===== config.mk =====
export PLATFORM = sky130hd
export DESIGN_NAME = trigger_qualifier
export DESIGN_NICKNAME = d
export VERILOG_FILES = /design/src/rtl/trigger_pkg.sv /design/src/rtl/trigger_edge_qual.sv /design/src/rtl/trigger_qualifier.sv
export SDC_FILE = /design/constraint.sdc
export NUM_CORES = 1
export LEC_CHECK = 0
export CAP_MARGIN = 25
export CORE_ASPECT_RATIO = 1.4
export CORE_MARGIN = 2
export CORE_UTILIZATION = 45
export CTS_BUF_LIST = sky130_fd_sc_hd__clkbuf_8
export DETAILED_ROUTE_END_ITERATION = 12
export PLACE_DENSITY = 0.8
export SETUP_SLACK_MARGIN = 0.15
export SLEW_MARGIN = 20
export SYNTH_ARGS = -nofsm -noshare
export SYNTH_HDL_FRONTEND = slang
export SYNTH_SLANG_ARGS = --single-unit

===== constraint.sdc =====
create_clock -name clk -period 4.9 [get_ports clk]
set_input_delay 0.49 -clock clk [delete_from_list [all_inputs] [get_ports clk]]
set_output_delay 0.49 -clock clk [all_outputs]
set_load 0.05 [all_outputs]

===== src/rtl/trigger_pkg.sv =====
// Shared types and default widths for the trigger qualifier.
package trigger_pkg;

    typedef enum logic [1:0] {
        IDLE    = 2'd0,
        PULSE   = 2'd1,
        HOLDOFF = 2'd2
    } trig_state_t;

    localparam int NUM_CH_DEF    = 4;
    localparam int PULSE_W_DEF   = 8;
    localparam int HOLDOFF_W_DEF = 16;
    localparam int CNT_W_DEF     = 16;

endpackage


===== src/rtl/trigger_edge_qual.sv =====
// Per-channel level/rising-edge qualification with enable masking.
module trigger_edge_qual
    import trigger_pkg::*;
#(
    parameter int NUM_CH = NUM_CH_DEF
) (
    input  logic              clk,
    input  logic              rst,
    input  logic              trigger_ready,
    input  logic [NUM_CH-1:0] trigger_vector,
    input  logic [NUM_CH-1:0] ch_enable,
    input  logic              edge_mode,
    output logic [NUM_CH-1:0] qual_masked,
    output logic              hit
);

    logic [NUM_CH-1:0] prev_vec;
    logic [NUM_CH-1:0] qual;

    // Reset to 0 so a channel already high at reset release reads as an edge.
    always_ff @(posedge clk or posedge rst) begin
        if (rst) prev_vec <= '0;
        else     prev_vec <= trigger_vector;
    end

    assign qual        = edge_mode ? (trigger_vector & ~prev_vec) : trigger_vector;
    assign qual_masked = qual & ch_enable;
    assign hit         = trigger_ready & (|qual_masked);

endmodule


===== src/rtl/trigger_qualifier.sv =====
// Multi-channel trigger front end: qualifies hits, emits a timed start pulse,
// enforces re-arm holdoff and counts accepted/dropped events.
//
//   state   | meaning
//   IDLE    | armed, waiting for a qualified hit
//   PULSE   | trigger_start high, counting down latched pulse width
//   HOLDOFF | trigger_start low, dead time before re-arming
module trigger_qualifier
    import trigger_pkg::*;
#(
    parameter int NUM_CH    = NUM_CH_DEF,
    parameter int PULSE_W   = PULSE_W_DEF,
    parameter int HOLDOFF_W = HOLDOFF_W_DEF,
    parameter int CNT_W     = CNT_W_DEF
) (
    input  logic                 clk,
    input  logic                 rst,
    input  logic                 trigger_ready,
    input  logic [NUM_CH-1:0]    trigger_vector,
    input  logic [NUM_CH-1:0]    ch_enable,
    input  logic                 edge_mode,
    input  logic [PULSE_W-1:0]   pulse_cycles,
    input  logic [HOLDOFF_W-1:0] holdoff_cycles,
    output logic                 trigger_start,
    output logic [NUM_CH-1:0]    trigger_ch,
    output logic [CNT_W-1:0]     trigger_count,
    output logic [CNT_W-1:0]     dropped_count,
    output logic                 busy
);

    trig_state_t          state, state_n;
    logic [NUM_CH-1:0]    qual_masked;
    logic                 hit;
    logic                 accept, drop;
    logic                 pulse_last;
    logic [PULSE_W-1:0]   pulse_cnt;
    logic [HOLDOFF_W-1:0] hold_cnt;
    logic [HOLDOFF_W-1:0] hold_lat;

    trigger_edge_qual #(.NUM_CH(NUM_CH)) u_edge_qual (
        .clk            (clk),
        .rst            (rst),
        .trigger_ready  (trigger_ready),
        .trigger_vector (trigger_vector),
        .ch_enable      (ch_enable),
        .edge_mode      (edge_mode),
        .qual_masked    (qual_masked),
        .hit            (hit)
    );

    assign pulse_last = (pulse_cnt == '0);

    always_ff @(posedge clk or posedge rst) begin
        if (rst) begin
            state         <= IDLE;
            trigger_start <= 1'b0;
            busy          <= 1'b0;
        end else begin
            state         <= state_n;
            trigger_start <= (state_n == PULSE);
            busy          <= (state_n != IDLE);
        end
    end

    always_comb begin
        state_n = state;
        accept  = 1'b0;
        drop    = 1'b0;
        case (state)
            IDLE: begin
                if (hit) begin
                    accept  = 1'b1;
                    state_n = PULSE;
                end
            end
            PULSE: begin
                if (!trigger_ready) begin
                    state_n = IDLE;
                end else if (pulse_last) begin
                    // Back-to-back re-trigger only when there is no dead time.
                    if (hold_lat == '0) begin
                        if (hit) accept  = 1'b1;
                        else     state_n = IDLE;
                    end else begin
                        drop    = hit;
                        state_n = HOLDOFF;
                    end
                end else begin
                    drop = hit;
                end
            end
            HOLDOFF: begin
                if (!trigger_ready) begin
                    state_n = IDLE;
                end else begin
                    drop = hit;
                    if (hold_cnt == '0) state_n = IDLE;
                end
            end
            default: state_n = IDLE;
        endcase
    end

    always_ff @(posedge clk or posedge rst) begin
        if (rst) begin
            trigger_ch    <= '0;
            trigger_count <= '0;
            dropped_count <= '0;
            pulse_cnt     <= '0;
            hold_cnt      <= '0;
            hold_lat      <= '0;
        end else begin
            if (accept) begin
                trigger_ch    <= qual_masked;
                trigger_count <= trigger_count + CNT_W'(1);
                pulse_cnt     <= (pulse_cycles == '0) ? '0 : pulse_cycles - PULSE_W'(1);
                hold_lat      <= holdoff_cycles;
            end else if (state == PULSE && !pulse_last) begin
                pulse_cnt <= pulse_cnt - PULSE_W'(1);
            end

            if (state == PULSE && state_n == HOLDOFF)
                hold_cnt <= hold_lat - HOLDOFF_W'(1);
            else if (state == HOLDOFF && hold_cnt != '0)
                hold_cnt <= hold_cnt - HOLDOFF_W'(1);

            if (drop && dropped_count != '1)
                dropped_count <= dropped_count + CNT_W'(1);
        end
    end

endmodule


Word-level counts from Yosys, hierarchy flattened
Index checks and enable logic that the tools add are counted.
{"block": "totals", "wordCells": 64, "regBits": 84}
{"block": "op_classes", "reduce_logical": 15, "add_sub_neg": 6, "n_mux": 24, "eq_ne": 5, "bitwise_logic": 4}
{"operator": "adder 16 x 1 -> 16 bit, second input constant", "n": 2}
{"operator": "zero test 16 bit", "n": 2}
{"operator": "2-to-1 mux 16 bit", "n": 2}
{"operator": "subtractor 16 x 1 -> 16 bit, second input constant", "n": 2}
{"operator": "2-to-1 mux 8 bit", "n": 3}
{"operator": "zero test 8 bit", "n": 2}
{"operator": "inequality test 16 bit, second input constant", "n": 1}
{"operator": "nonzero test 16 bit", "n": 1}
{"operator": "subtractor 8 x 1 -> 8 bit, second input constant", "n": 2}
{"operator": "2-to-1 mux 2 bit", "n": 7}
{"operator": "bitwise AND 4 bit", "n": 2}
{"operator": "2-to-1 mux 1 bit", "n": 8}
{"operator": "one-hot mux 2 bit (3 select lines)", "n": 1}
{"operator": "nonzero test 2 bit", "n": 3}
{"operator": "equality test 2 x 1 -> 1 bit, second input constant", "n": 2}
{"operator": "equality test 2 bit, second input constant", "n": 2}
{"operator": "logical AND 1 bit", "n": 4}
{"operator": "2-to-1 mux 4 bit", "n": 1}
{"operator": "inverter 4 bit", "n": 1}
{"operator": "one-hot mux 1 bit (2 select lines)", "n": 2}
{"operator": "OR reduction 4 bit", "n": 1}
{"operator": "zero test 2 bit", "n": 1}
{"operator": "bitwise AND 1 bit", "n": 1}
{"operator": "zero test 1 bit", "n": 1}

Logic depth before layout (Yosys ltp)
Gate-level depths: netlist (run 1).
{"block": "depth", "depth_word": 14, "mapped_depth": 17}

By module
A second synthesis (run 1) with hierarchy kept.
{"block": "hier_totals", "cells_unflattened": 453, "hier_area_um2": 4441.8}
{"mod": "trigger_qualifier", "n_inst": 1, "seq_area_each_um2": 2001.9, "cells_per_inst": 439, "area_each_um2": 4291.6}
{"mod": "trigger_edge_qual", "n_inst": 1, "seq_area_each_um2": 100.1, "cells_per_inst": 14, "area_each_um2": 150.1}

Least setup slack after synthesis (run 1)
No wires, ideal clock.
{"block": "synth_timing", "path_kind": "reg-to-reg", "start": "register hold_cnt[0]", "end": "register hold_cnt[10]", "n_path_buf": 3, "path_slack_ps": 447, "t_required_ps": 4774, "setup_ps": 126, "stages_incl_launch_ff": 17, "arrival_time_ps": 4328, "cell_sequence": "dfrtp_1 > or4_1 > buf_2 > o41a_1 > a221o_1 > or3b_1 > a211oi_2 > buf_6 > buf_12 > mux2i_1 > ha_1 > inv_1 > or3_1 > or3_1 > nor4_1 > xnor2_1 > mux2i_1"}
{"block": "synth_via", "elab_chain_len": 7}
{"element": "start, declared", "line_no": "trigger_qualifier.sv:37", "source": "logic [HOLDOFF_W-1:0] hold_cnt;"}
{"element": "start signal, assigned", "line_no": "trigger_qualifier.sv:123", "source": "hold_cnt <= hold_lat - HOLDOFF_W'(1);"}
{"element": "start signal, assigned", "line_no": "trigger_qualifier.sv:125", "source": "hold_cnt <= hold_cnt - HOLDOFF_W'(1);"}
{"element": "zero test 16 bit", "line_no": "trigger_qualifier.sv:97", "source": "if (hold_cnt == '0) state_n = IDLE;"}
{"element": "2-to-1 mux 2 bit", "line_no": "trigger_qualifier.sv:97"}
{"element": "2-to-1 mux 2 bit", "line_no": "trigger_qualifier.sv:93", "source": "if (!trigger_ready) begin"}
{"element": "one-hot mux 2 bit (3 select lines)", "line_no": "trigger_qualifier.sv:69", "source": "case (state)"}
{"element": "equality test 2 bit", "line_no": "trigger_qualifier.sv:122", "source": "if (state == PULSE && state_n == HOLDOFF)"}
{"element": "logical AND 1 bit", "line_no": "trigger_qualifier.sv:122"}
{"element": "2-to-1 mux 16 bit / nonzero test 2 bit (equally long branches)"}
Parallel ways exist; a longest one is shown, timed or not. The select of a mux whose other input is x is not followed.
A chain may end at the register's enable or synchronous reset.

Worst setup path after layout (run 1)
Ends and elaborated chain as after synthesis.

==> summary.md, run 1 <==
| Metric | Value |
|---|---|
| DIE AREA | `between 0.01 and 0.015 mm2` |
| Reg-to-reg critical path startpoint | `hold_cnt[0]$_DFFE_PP0P_` |
| Tcrit/Tclk final | `just over 90%` |
| Static leakage | `2.15 nW` |
| Clock Tree Buf Depth | `2` |
| Port bufs | `73` |
| Clock slew seen by the registers of the worst setup and hold paths | `about 0.08 ns` |
| Top FF cell, synth | `dfrtp_1` |
| Post-Route WL | `slightly below 10 mm` |
| Maximum number of pins on one net before global-route repair | `between 50 and 60` |
| CTS tree | `done` |
| Hold Path Class | `primary input to asynchronous set/reset pin` |
| Drt first pass iters | `4` |
| Top cell type's share of synthesized area | `47.2%` |
| Unrepaired setup endpoints after global routing | `false` |
| Post-synth ARST share | `between 90% and 100%` |
| Die Height | `122 um` |
| CP Launch Type | `flop` |
| Worst-path maximum fanout | `6` |
| Core footprint | `just under 0.01 mm2` |
| Initial antenna violation count | `0` |
| Inserted Diodes | `0` |
| Setup slack, reg-to-reg | `~0.43 ns` |
| Commonest non-fill, non-tap cell in the layout | `dfrtp_1` |
| Post-DRT Antenna Nets | `0` |
| Gr ovfl total | `0` |
| Netlist cell types | `between 40 and 50` |
| Area Overhead vs Synth | `26.3%` |
| Most frequent cells in the layout | `84 x dfrtp_1, 73 x clkdlybuf4s50_1, 48 x xnor2_1, 29 x nand2_1, 26 x nor2_1` |
| Final Max Slew Viols | `0` |
| Root Driver | `clkbuf_8` |
| Via-per-instance ratio | `5.37` |
| Share of post-route cells with drive strength above 1 | `under 10%` |
| Number of synthesized flops with an enable pin | `0` |
| R2R cell count | `13` |
| DR vias | `roughly 3500` |
| Final Util | `a little under three fifths` |
| Post-DP HPWL | `just over 7 mm` |
| Iteration-0 DRC Markers | `around 160` |
| Avg WL per Cell | `~15 um` |
| Leading area contributor after synthesis | `dfrtp_1` |
| Min Tclk post-route | `approximately 4.5 ns` |
| Cell area power density | `between 400 and 500 mW/mm2` |
| Worst setup EP type | `flop` |
| Number of buffers created by CTS | `9` |
| Fmax | `about 220 MHz` |
| Starting Density | `a little under half` |
| Synth Warn # | `0` |
| Total clock sinks | `84` |
| Maximum VDD drop | `between 0.0003 and 0.0004 V` |
| Num ports | `74` |
| WHS | `0.376 ns` |
| Tot GR Track Use | `19.0%` |
| CP Data Required Time | `approximately 5.1 ns` |
| Post-Syn Area | `between 0.004 and 0.005 mm2` |
| Post-synthesis register bit count | `84` |
| Status | `finished clean` |
| First-pass GRT wire length | `approximately 16 mm` |
| Headroom to the max-slew limit | `33.2%` |
| Vias in the first global route | `around 3500` |
| Clock Skews | `just under 0.007 ns` |
| Layout Nets | `~550` |
| Crit path kind | `flop to flop` |
| Setup Fix Bufs, Post-CTS | `0` |
| Seq/Total Area, Yosys | `a little under half` |
| Post-synthesis net count | `473` |
| Maxcap violations | `0` |
| Max H-tree Level | `3` |
| Ranking of synthesized cells by area | `dfrtp_1 47%, xnor2_1 9.4%, mux2_2 4.5%` |
| Post-Synthesis Cells | `approximately 430` |
| Site Rows | `43` |
| Final hold vios | `0` |
| GP Congestion | `~0.84` |
| Setup_tns | `0 ns` |
| Drc violations | `0` |
| Final setup viols | `0` |
| Syn Area/Cell | `10.4 um2` |
| Critical Path AT | `4.70 ns` |
| Reg2reg end | `hold_cnt[10]$_DFFE_PP0P_` |
| Worst skew pair latency | `0.36 ns` |
| Worst-Margin Slew | `around 1 ns` |
| Die W | `between 80 and 90 um` |
==> Yosys cell counts, types with 2 or more instances <==
master and instances:
a21oi_1 10, a32o_1 2, and2_0 2, and2_1 4
and3_1 4, and4_1 4, clkbuf_1 8, dfrtp_1 84
ha_1 9, inv_1 18, mux2_2 18, mux2i_1 20
nand2_1 29, nand3_1 21, nand4_1 7, nor2_1 26
nor2b_1 2, nor3_1 24, nor3b_1 2, nor4_1 15
o211ai_1 2, o21ai_0 8, o21bai_1 2, o31ai_1 5
o41ai_1 3, or3_1 8, or4_1 8, xnor2_1 48
xor2_1 18
==> timing repair <==
item,in CTS,in global routing
endpoints found under the setup margin,0,2
hold buffers,0,0
resized for setup,0,2
==> where the power goes <==
| part | internal, mW | total, mW | switching, mW | leakage (nW) |
|---|---|---|---|---|
| registers | 0.897 | 1.13 | 0.232 | 0.997 |
| clock network | 0.316 | 0.565 | 0.249 | 0.112 |
| logic | 0.419 | 0.960 | 0.541 | 1.05 |
| total | 1.63 | 2.65 | 1.02 | 2.15 |
==> cells by family after synthesis <==
family | after synthesis | share of synthesized area, %
xor+xnor | 66 | 13.0
fa+ha+maj | 9 | 2.53
simple gates | 161 | 19.0
mux | 38 | 9.04
flops | 84 | 47.2
compound gates | 40 | 6.23
buf+inv | 30 | 3.09
==> registers in the layout (all words and copies together) (netlist names) <==
register and flops:
hold_lat 16, trigger_start 1, u_edge_qual.prev_vec 4, dropped_count 16
busy 1, trigger_count 16, trigger_ch 4, hold_cnt 16
state 2, pulse_cnt 8
==> metrics by stage <==
stage | std cells | power [mW] | worst slack (ns) | instance area, um2
2_1_floorplan | 428 | 1.78 | 0.447 | 4460
3_3_place_gp | 631 | 2.05 | 0.509 | 5350
3_5_place_dp | 632 | 2.09 | 0.350 | 5360
4_1_cts | 648 | 2.66 | 0.322 | 5590
5_1_grt | 649 | 2.80 | 0.136 | 5630
6_report | 649 | 2.65 | 0.426 | 5630
==> final cells by class <==
| cell class | instances | area [um2] |
|---|---|---|
| clock buffers | 11 | 151 |
| fillers | 875 | 4170 |
| inverters | 18 | 68.8 |
| multi-input cells | 314 | 2240 |
| well taps | 135 | 169 |
| flip-flops and latches | 84 | 2100 |
| repair buffers | 82 | 811 |
| clock inverters | 5 | 83.8 |
==> worst max path at each step <==
stage	start	to	slack (ns)	cells after the start
after floorplan	hold_cnt[0]$_DFFE_PP0P_	hold_cnt[10]$_DFFE_PP0P_	0.45	16
after global placement	hold_cnt[0]$_DFFE_PP0P_	hold_cnt[10]$_DFFE_PP0P_	0.51	13
after detailed placement	hold_cnt[0]$_DFFE_PP0P_	hold_cnt[10]$_DFFE_PP0P_	0.35	13
after CTS	hold_cnt[0]$_DFFE_PP0P_	hold_cnt[10]$_DFFE_PP0P_	0.32	13
after global routing	hold_cnt[7]$_DFFE_PP0P_	hold_cnt[12]$_DFFE_PP0P_	0.14	13
final	hold_cnt[0]$_DFFE_PP0P_	hold_cnt[10]$_DFFE_PP0P_	0.43	13
==> metal layers <==
metal,track usage [%],wire (um),share of wire [%],vias up
met2,32.6,5030,52,72
met1,23.0,4090,42,1709
li1,-,-,-,1686
met5,0,0,0,-
met4,6.63,189,2.0,0
met3,4.67,382,3.9,18
==> critical path: stages (launching register included) <==
cell and delay [ns]:
dfrtp_1 0.42, or4_1 0.65, o41a_1 0.52, a221o_1 0.36
or3b_1 0.42, a211oi_4 0.27, mux2i_1 0.24, ha_1 0.19
inv_1 0.06, or3_1 0.35, or3_1 0.40, nor4_2 0.20
xnor2_1 0.16, mux2i_1 0.10
Note: power is estimated with default switching activity, not from simulation.
==> run 2, diff against run 1 <==
PLACE_DENSITY = 0.83   (was 0.8)
SLEW_MARGIN = 30   (was 20)
clock period = 3.9 ns   (was 4.9 ns; I/O delays follow)
==> run 2 against run 1 <==
Effect of this change:
- the run now ends with negative setup slack left
- non-clock buffer count is 37 higher
- setup slack worse by 0.78 ns
- routed wire length rose by 14%
- die area is the same
- count of clock-buffer cells in the layout fell by 2
- combinational power increased by 45%
- critical path type unchanged
- fmax grew 5.1%
- sequential share of layout area shrank 2.1 points
- core utilization rose by 3.5 points
- cell area rose by 6.1%
- total power grew 31%
- final cell count grew 5.7%
==> summary.md, run 2 (synthesized netlist as in run 1, its figures left out) <==
| Metric | Value |
|---|---|
| Status | `finished with violations` |
| Failing checks | `negative setup slack` |
| Post-DP HPWL | `7.79 mm (+11%)` |
| Worst-path maximum fanout | `4 (-2)` |
| Inserted Diodes | `0 (unchanged)` |
| Drc violations | `0 (unchanged)` |
| Worst path most repeated cell | `or3_4` |
| Hold Path Class | `primary input to asynchronous set/reset pin` |
| Port bufs | `73 (unchanged)` |
| Worst-path cell chain | `or4_4 -> o41a_1 -> a221o_1 -> or3b_4 -> a211oi_2 -> buf_4 -> mux2i_2 -> ha_2 -> inv_2 -> or3_4 -> or3_4 -> nor3_4 -> xnor2_1 -> mux2i_1` |
| Cell area power density | `581 mW/mm2 (+23%)` |
| Inst Count DP | `662 (+4.7%)` |
| DIE AREA | `0.0107 mm2 (unchanged)` |
| Root Driver | `clkbuf_8` |
| Setup_tns | `-1.72 ns (-1.72 ns)` |
| Final Instance Area | `0.00597 mm2 (+6.1%)` |
| Multi-input gate area | `0.00232 mm2 (+3.3%)` |
| Die Height | `122 um (unchanged)` |
| Worst-Margin Slew | `0.851 ns (-0.142 ns)` |
| WHS | `0.365 ns (-0.0106 ns)` |
| Layout fillers | `806 (-7.9%)` |
| Tcrit/Tclk final | `109% (+18 points)` |
| Maxcap violations | `0 (unchanged)` |
| Total clock sinks | `84 (unchanged)` |
| Site Rows | `43 (unchanged)` |
| DR vias | `3752 (+7.7%)` |
| Layout Nets | `591 (+6.7%)` |
| Iteration-0 DRC Markers | `172 (+6.8%)` |
| Avg WL per Cell | `16.1 um (+8.1%)` |
| Critical Path AT | `4.50 ns (-0.20 ns)` |
| Drt first pass iters | `4 (unchanged)` |
| Clock Tree Buf Depth | `2 (unchanged)` |
| Area Overhead vs Synth | `34.0%` |
| Register area | `0.00210 mm2 (about the same)` |
| Post-Route WL | `11.1 mm (+14%)` |
| Core footprint | `0.00979 mm2 (unchanged)` |
| Via-per-instance ratio | `5.47 (+1.9%)` |
| Max H-tree Level | `3 (unchanged)` |
| GP Congestion | `0.897 (+7.2%)` |
| Clock slew seen by the registers of the worst setup and hold paths | `0.09 ns (about the same)` |
| CP Data Required Time | `4.14 ns (-0.99 ns)` |
| Vias in the first global route | `3874 (+9.3%)` |
| Clock Skews | `0.00684 ns (-0.000113 ns)` |
| Final setup margin | `-0.356 ns (-0.782 ns)` |
| Fmax | `235 MHz (+5.1%)` |
| Finished Layout Cells | `686 (+5.7%)` |
| Delay-heaviest family, CP | `simple AND/OR/NAND/NOR gates` |
| Crit path kind | `flop to flop` |
| Static leakage | `2.38 nW (+10%)` |
| Final hold vios | `0 (unchanged)` |
| WP buf/inv | `2 (+1)` |
| First-pass GRT wire length | `18.1 mm (+12%)` |
| Final setup viols | `6 (+6)` |
| Maximum number of pins on one net before global-route repair | `43 (-25%)` |
| Min Tclk post-route | `4.26 ns (-0.218 ns)` |
| Worst setup EP type | `flop` |
| Headroom to the max-slew limit | `42.5% (+9.3 points)` |
| Placed inst area | `0.00562 mm2 (+5.0%)` |
| Starting Density | `45.5% (unchanged)` |
| Share of post-route cells with drive strength above 1 | `18.1% (+8.8 points)` |
| Initial antenna violation count | `0 (unchanged)` |
| Worst path slowest cell | `or4_4` |
| CP Launch Type | `flop` |
| Maximum VDD drop | `0.000516 V (+60%)` |
| Die W | `88.1 um (unchanged)` |
| Slowest cell delay on critical path | `0.54 ns (-0.11 ns)` |
| Post-DRT Antenna Nets | `0 (unchanged)` |
| Worst skew pair latency | `0.36 ns (about the same)` |
| # hold bufs at CTS | `0 (unchanged)` |
| Number of buffers created by CTS | `9 (unchanged)` |
| Tot GR Track Use | `21.6% (+2.7 points)` |
| Final Max Slew Viols | `0 (unchanged)` |
| Num ports | `74 (unchanged)` |
| Unrepaired setup endpoints after global routing | `true` |
| Most frequent cells in the layout | `83 x dfrtp_1, 73 x clkdlybuf4s50_1, 48 x xnor2_1, 44 x buf_4, 29 x nand2_1` |
| Gr ovfl total | `0 (unchanged)` |
| Commonest non-fill, non-tap cell in the layout | `dfrtp_1` |
| CTS tree | `done` |
[run 2: worst paths after layout]
path                                                from                       endpoint  slack, ns  depth (start not counted)
max                              hold_cnt[7]$_DFFE_PP0P_       hold_cnt[12]$_DFFE_PP0P_      -0.36                         14
min                                                  rst  dropped_count[15]$_DFFE_PP0P_       0.37                          2
max reg2reg                      hold_cnt[7]$_DFFE_PP0P_       hold_cnt[12]$_DFFE_PP0P_      -0.36                         14
min reg2reg                trigger_count[15]$_DFFE_PP0P_  trigger_count[15]$_DFFE_PP0P_       0.48                          1
max in group asynchronous                            rst        hold_lat[7]$_DFFE_PP0P_       2.76                          3
min in group clk           trigger_count[15]$_DFFE_PP0P_  trigger_count[15]$_DFFE_PP0P_       0.48                          1
[run 2: layout make-up]
| cell class | count | area share [%] |
|---|---|---|
| repair buffers | 119 | 18.4 |
| clock inverters | 7 | 1.53 |
| well taps | 135 | 2.83 |
| inverters | 18 | 1.15 |
| multi-input cells | 314 | 38.8 |
| flip-flops and latches | 84 | 35.2 |
| clock buffers | 9 | 2.07 |
[run 2: power by group]
part / total, mW / internal [mW] / switching (mW)
clock: 0.677 / 0.358 / 0.319
combinational: 1.39 / 0.626 / 0.765
sequential: 1.40 / 1.13 / 0.276
[run 2: through the flow]
step,setup WS (ns),power [mW],util (%)
global placement,-0.136,2.67,57.4
floorplan,-0.438,2.24,-
finish,-0.356,3.47,61.0
detailed placement,-0.234,2.74,57.4
CTS,-0.244,3.44,60.1
global route,-0.445,3.68,61.0
[run 2: timing repair]
action                     4_1_cts  5_1_grt
setup buffers                    2        5
resized for setup                7        3
pin swaps                        3        4
setup endpoints to repair        6        6
[run 2: routing by layer]
metal | track usage [%] | routed length [um]
met1 | 25.0 | 4340
met2 | 37.5 | 5910
met3 | 4.13 | 433
met4 | 11.1 | 394
met5 | 0 | 0
==> patch (config.mk and constraints of run 2) <==
Make the reset (`rst`) synchronous in 3 clocked blocks.
--- a/src/rtl/trigger_edge_qual.sv
+++ b/src/rtl/trigger_edge_qual.sv
@@ -19,5 +19,5 @@
 
     // Reset to 0 so a channel already high at reset release reads as an edge.
-    always_ff @(posedge clk or posedge rst) begin
+    always_ff @(posedge clk) begin
         if (rst) prev_vec <= '0;
         else     prev_vec <= trigger_vector;
--- a/src/rtl/trigger_qualifier.sv
+++ b/src/rtl/trigger_qualifier.sv
@@ -51,5 +51,5 @@
     assign pulse_last = (pulse_cnt == '0);
 
-    always_ff @(posedge clk or posedge rst) begin
+    always_ff @(posedge clk) begin
         if (rst) begin
             state         <= IDLE;
@@ -102,5 +102,5 @@
     end
 
-    always_ff @(posedge clk or posedge rst) begin
+    always_ff @(posedge clk) begin
         if (rst) begin
             trigger_ch    <= '0;
Check against the original RTL: differs if rst is asserted again (counterexample within 4 cycles, from zero or initial values and one cycle with rst high); with rst held inactive, the same outputs for 10 cycles.
==> patch against run 2 <==
Synthesized area shrank 0.59%. Sequential cell count stayed put. Setup slack improved by 0.43 ns. Critical path type unchanged. Highest routed layer unchanged. Die area down 0.56%. First-iteration DRC count increased by 35%. Non-clock buffer count shrank 17. Design area fell by 4.9%. Wire length rose by 2.0%. Largest cell class unchanged. Cell count up 8.3%.
Power is not compared: it rests on default switching activity, and its combinational part moved more than twofold at a synthesized area within 25%.
==> patch: results (changes against run 2) <==
grt_max_degree: 52  # +21%
outcome: "complete, no violations"
die_x_um: 87.85  # -0.28%
dp_hpwl_um: 8285  # +6.4%
timing.hold.ws_ns: 0.4614  # +0.09627 ns
place_area_um2: 5365  # -4.6%
place.gp.congestion: 0.8646  # -3.6%
n_all_buffers: 102  # -14%
post_cts_resized: 2  # -5
dr_wl_met2_um: 6035  # +2.1%
place_inst: 721  # +8.9%
ys_seq_area_frac: 0.3797  # -0.09212
multi_input_cells: 396  # +26%
min_path_type: "flip-flop to flip-flop"
routed-wl-met3_um: 580  # +34%
wl_um: 11300  # +2.0%
drtIter0Drc: 233  # +35%
max_freq_mhz: 261.4  # +11%
pre_cts_ws_ns: -0.03660  # +0.1972 ns
grt_pass1_vias: 4197  # +8.3%
worstHoldEndpoint: "trigger_ch[0]"
synth_ff_type: "dfxtp_1"
use_met2: 0.4044  # +0.02983
syn_area_per_cell_um2: 8.600  # -17%
regArea_um2: 1684  # -20%
rr_endpoint: "hold_cnt[8]"
slew_headroom: 0.4627  # +0.03760
synth_nets: 560  # +18%
grt_use_total: 0.2202  # +0.004094
arrival_ns: 4.11  # -0.39 ns
wl_met1_um: 4369  # +0.74%
final_cells: 743  # +8.3%
met3_usage: 0.04218  # +0.0008490
async_reset_ff_frac: 0  # -1.000
startpoint: "hold_cnt[11]"
fillers: 839  # +4.1%
cts_setup_buffers: 4  # +2
final_nets: 651  # +10%
seq_cell_count: 84  # unchanged
synth_commonest_cells: "84 x dfxtp_1, 65 x nand2_1, 58 x nor2_1, 42 x a21oi_1, 30 x xnor2_1"
inverters: 13  # -5
skew_ns: 0.01106  # +0.004226 ns
multi_input_area_share: 0.4567  # +0.06888
yosysUniqueCellTypes: 62  # +35%
rrSetupSlack_ns: 0.07  # +0.43 ns
==> patch: changes by cell type in the layout (fill, tap and decap cells not counted), sizes merged, moves of 16 or more <==
cell   delta
a21oi    +37
buf      -16
dfrtp    -84
dfxtp    +84
mux2     -18
nand2    +37
nor2     +32
xnor2    -18
==> patch: kinds of logic after synthesis <==
kind of cell / synth area share
AND/OR/NAND/NOR: 0.2576
AO/OA/AOI/OAI: 0.1653
flip-flops: 0.3797
XOR/XNOR: 0.1167
buffers and inverters: 0.04407
adder cells (fa/ha/maj): 0.02542
multiplexers: 0.01130
==> patch: critical path, cell delays in order (launching register included) <==
cell and delay, ns:
dfxtp_2 0.33, or4_4 0.52, or4b_4 0.53, o41ai_4 0.27, a21oi_2 0.11, o41a_1 0.37, nand2_2 0.14, mux2i_1 0.22
ha_2 0.21, inv_2 0.04, or4_4 0.46, buf_4 0.17, xnor2_2 0.17, nor3_2 0.06, a211oi_2 0.15
==> patch: where the power goes <==
part	switching (uW)	internal (uW)
clock	322	424
combinational	272	209
sequential	40.5	898
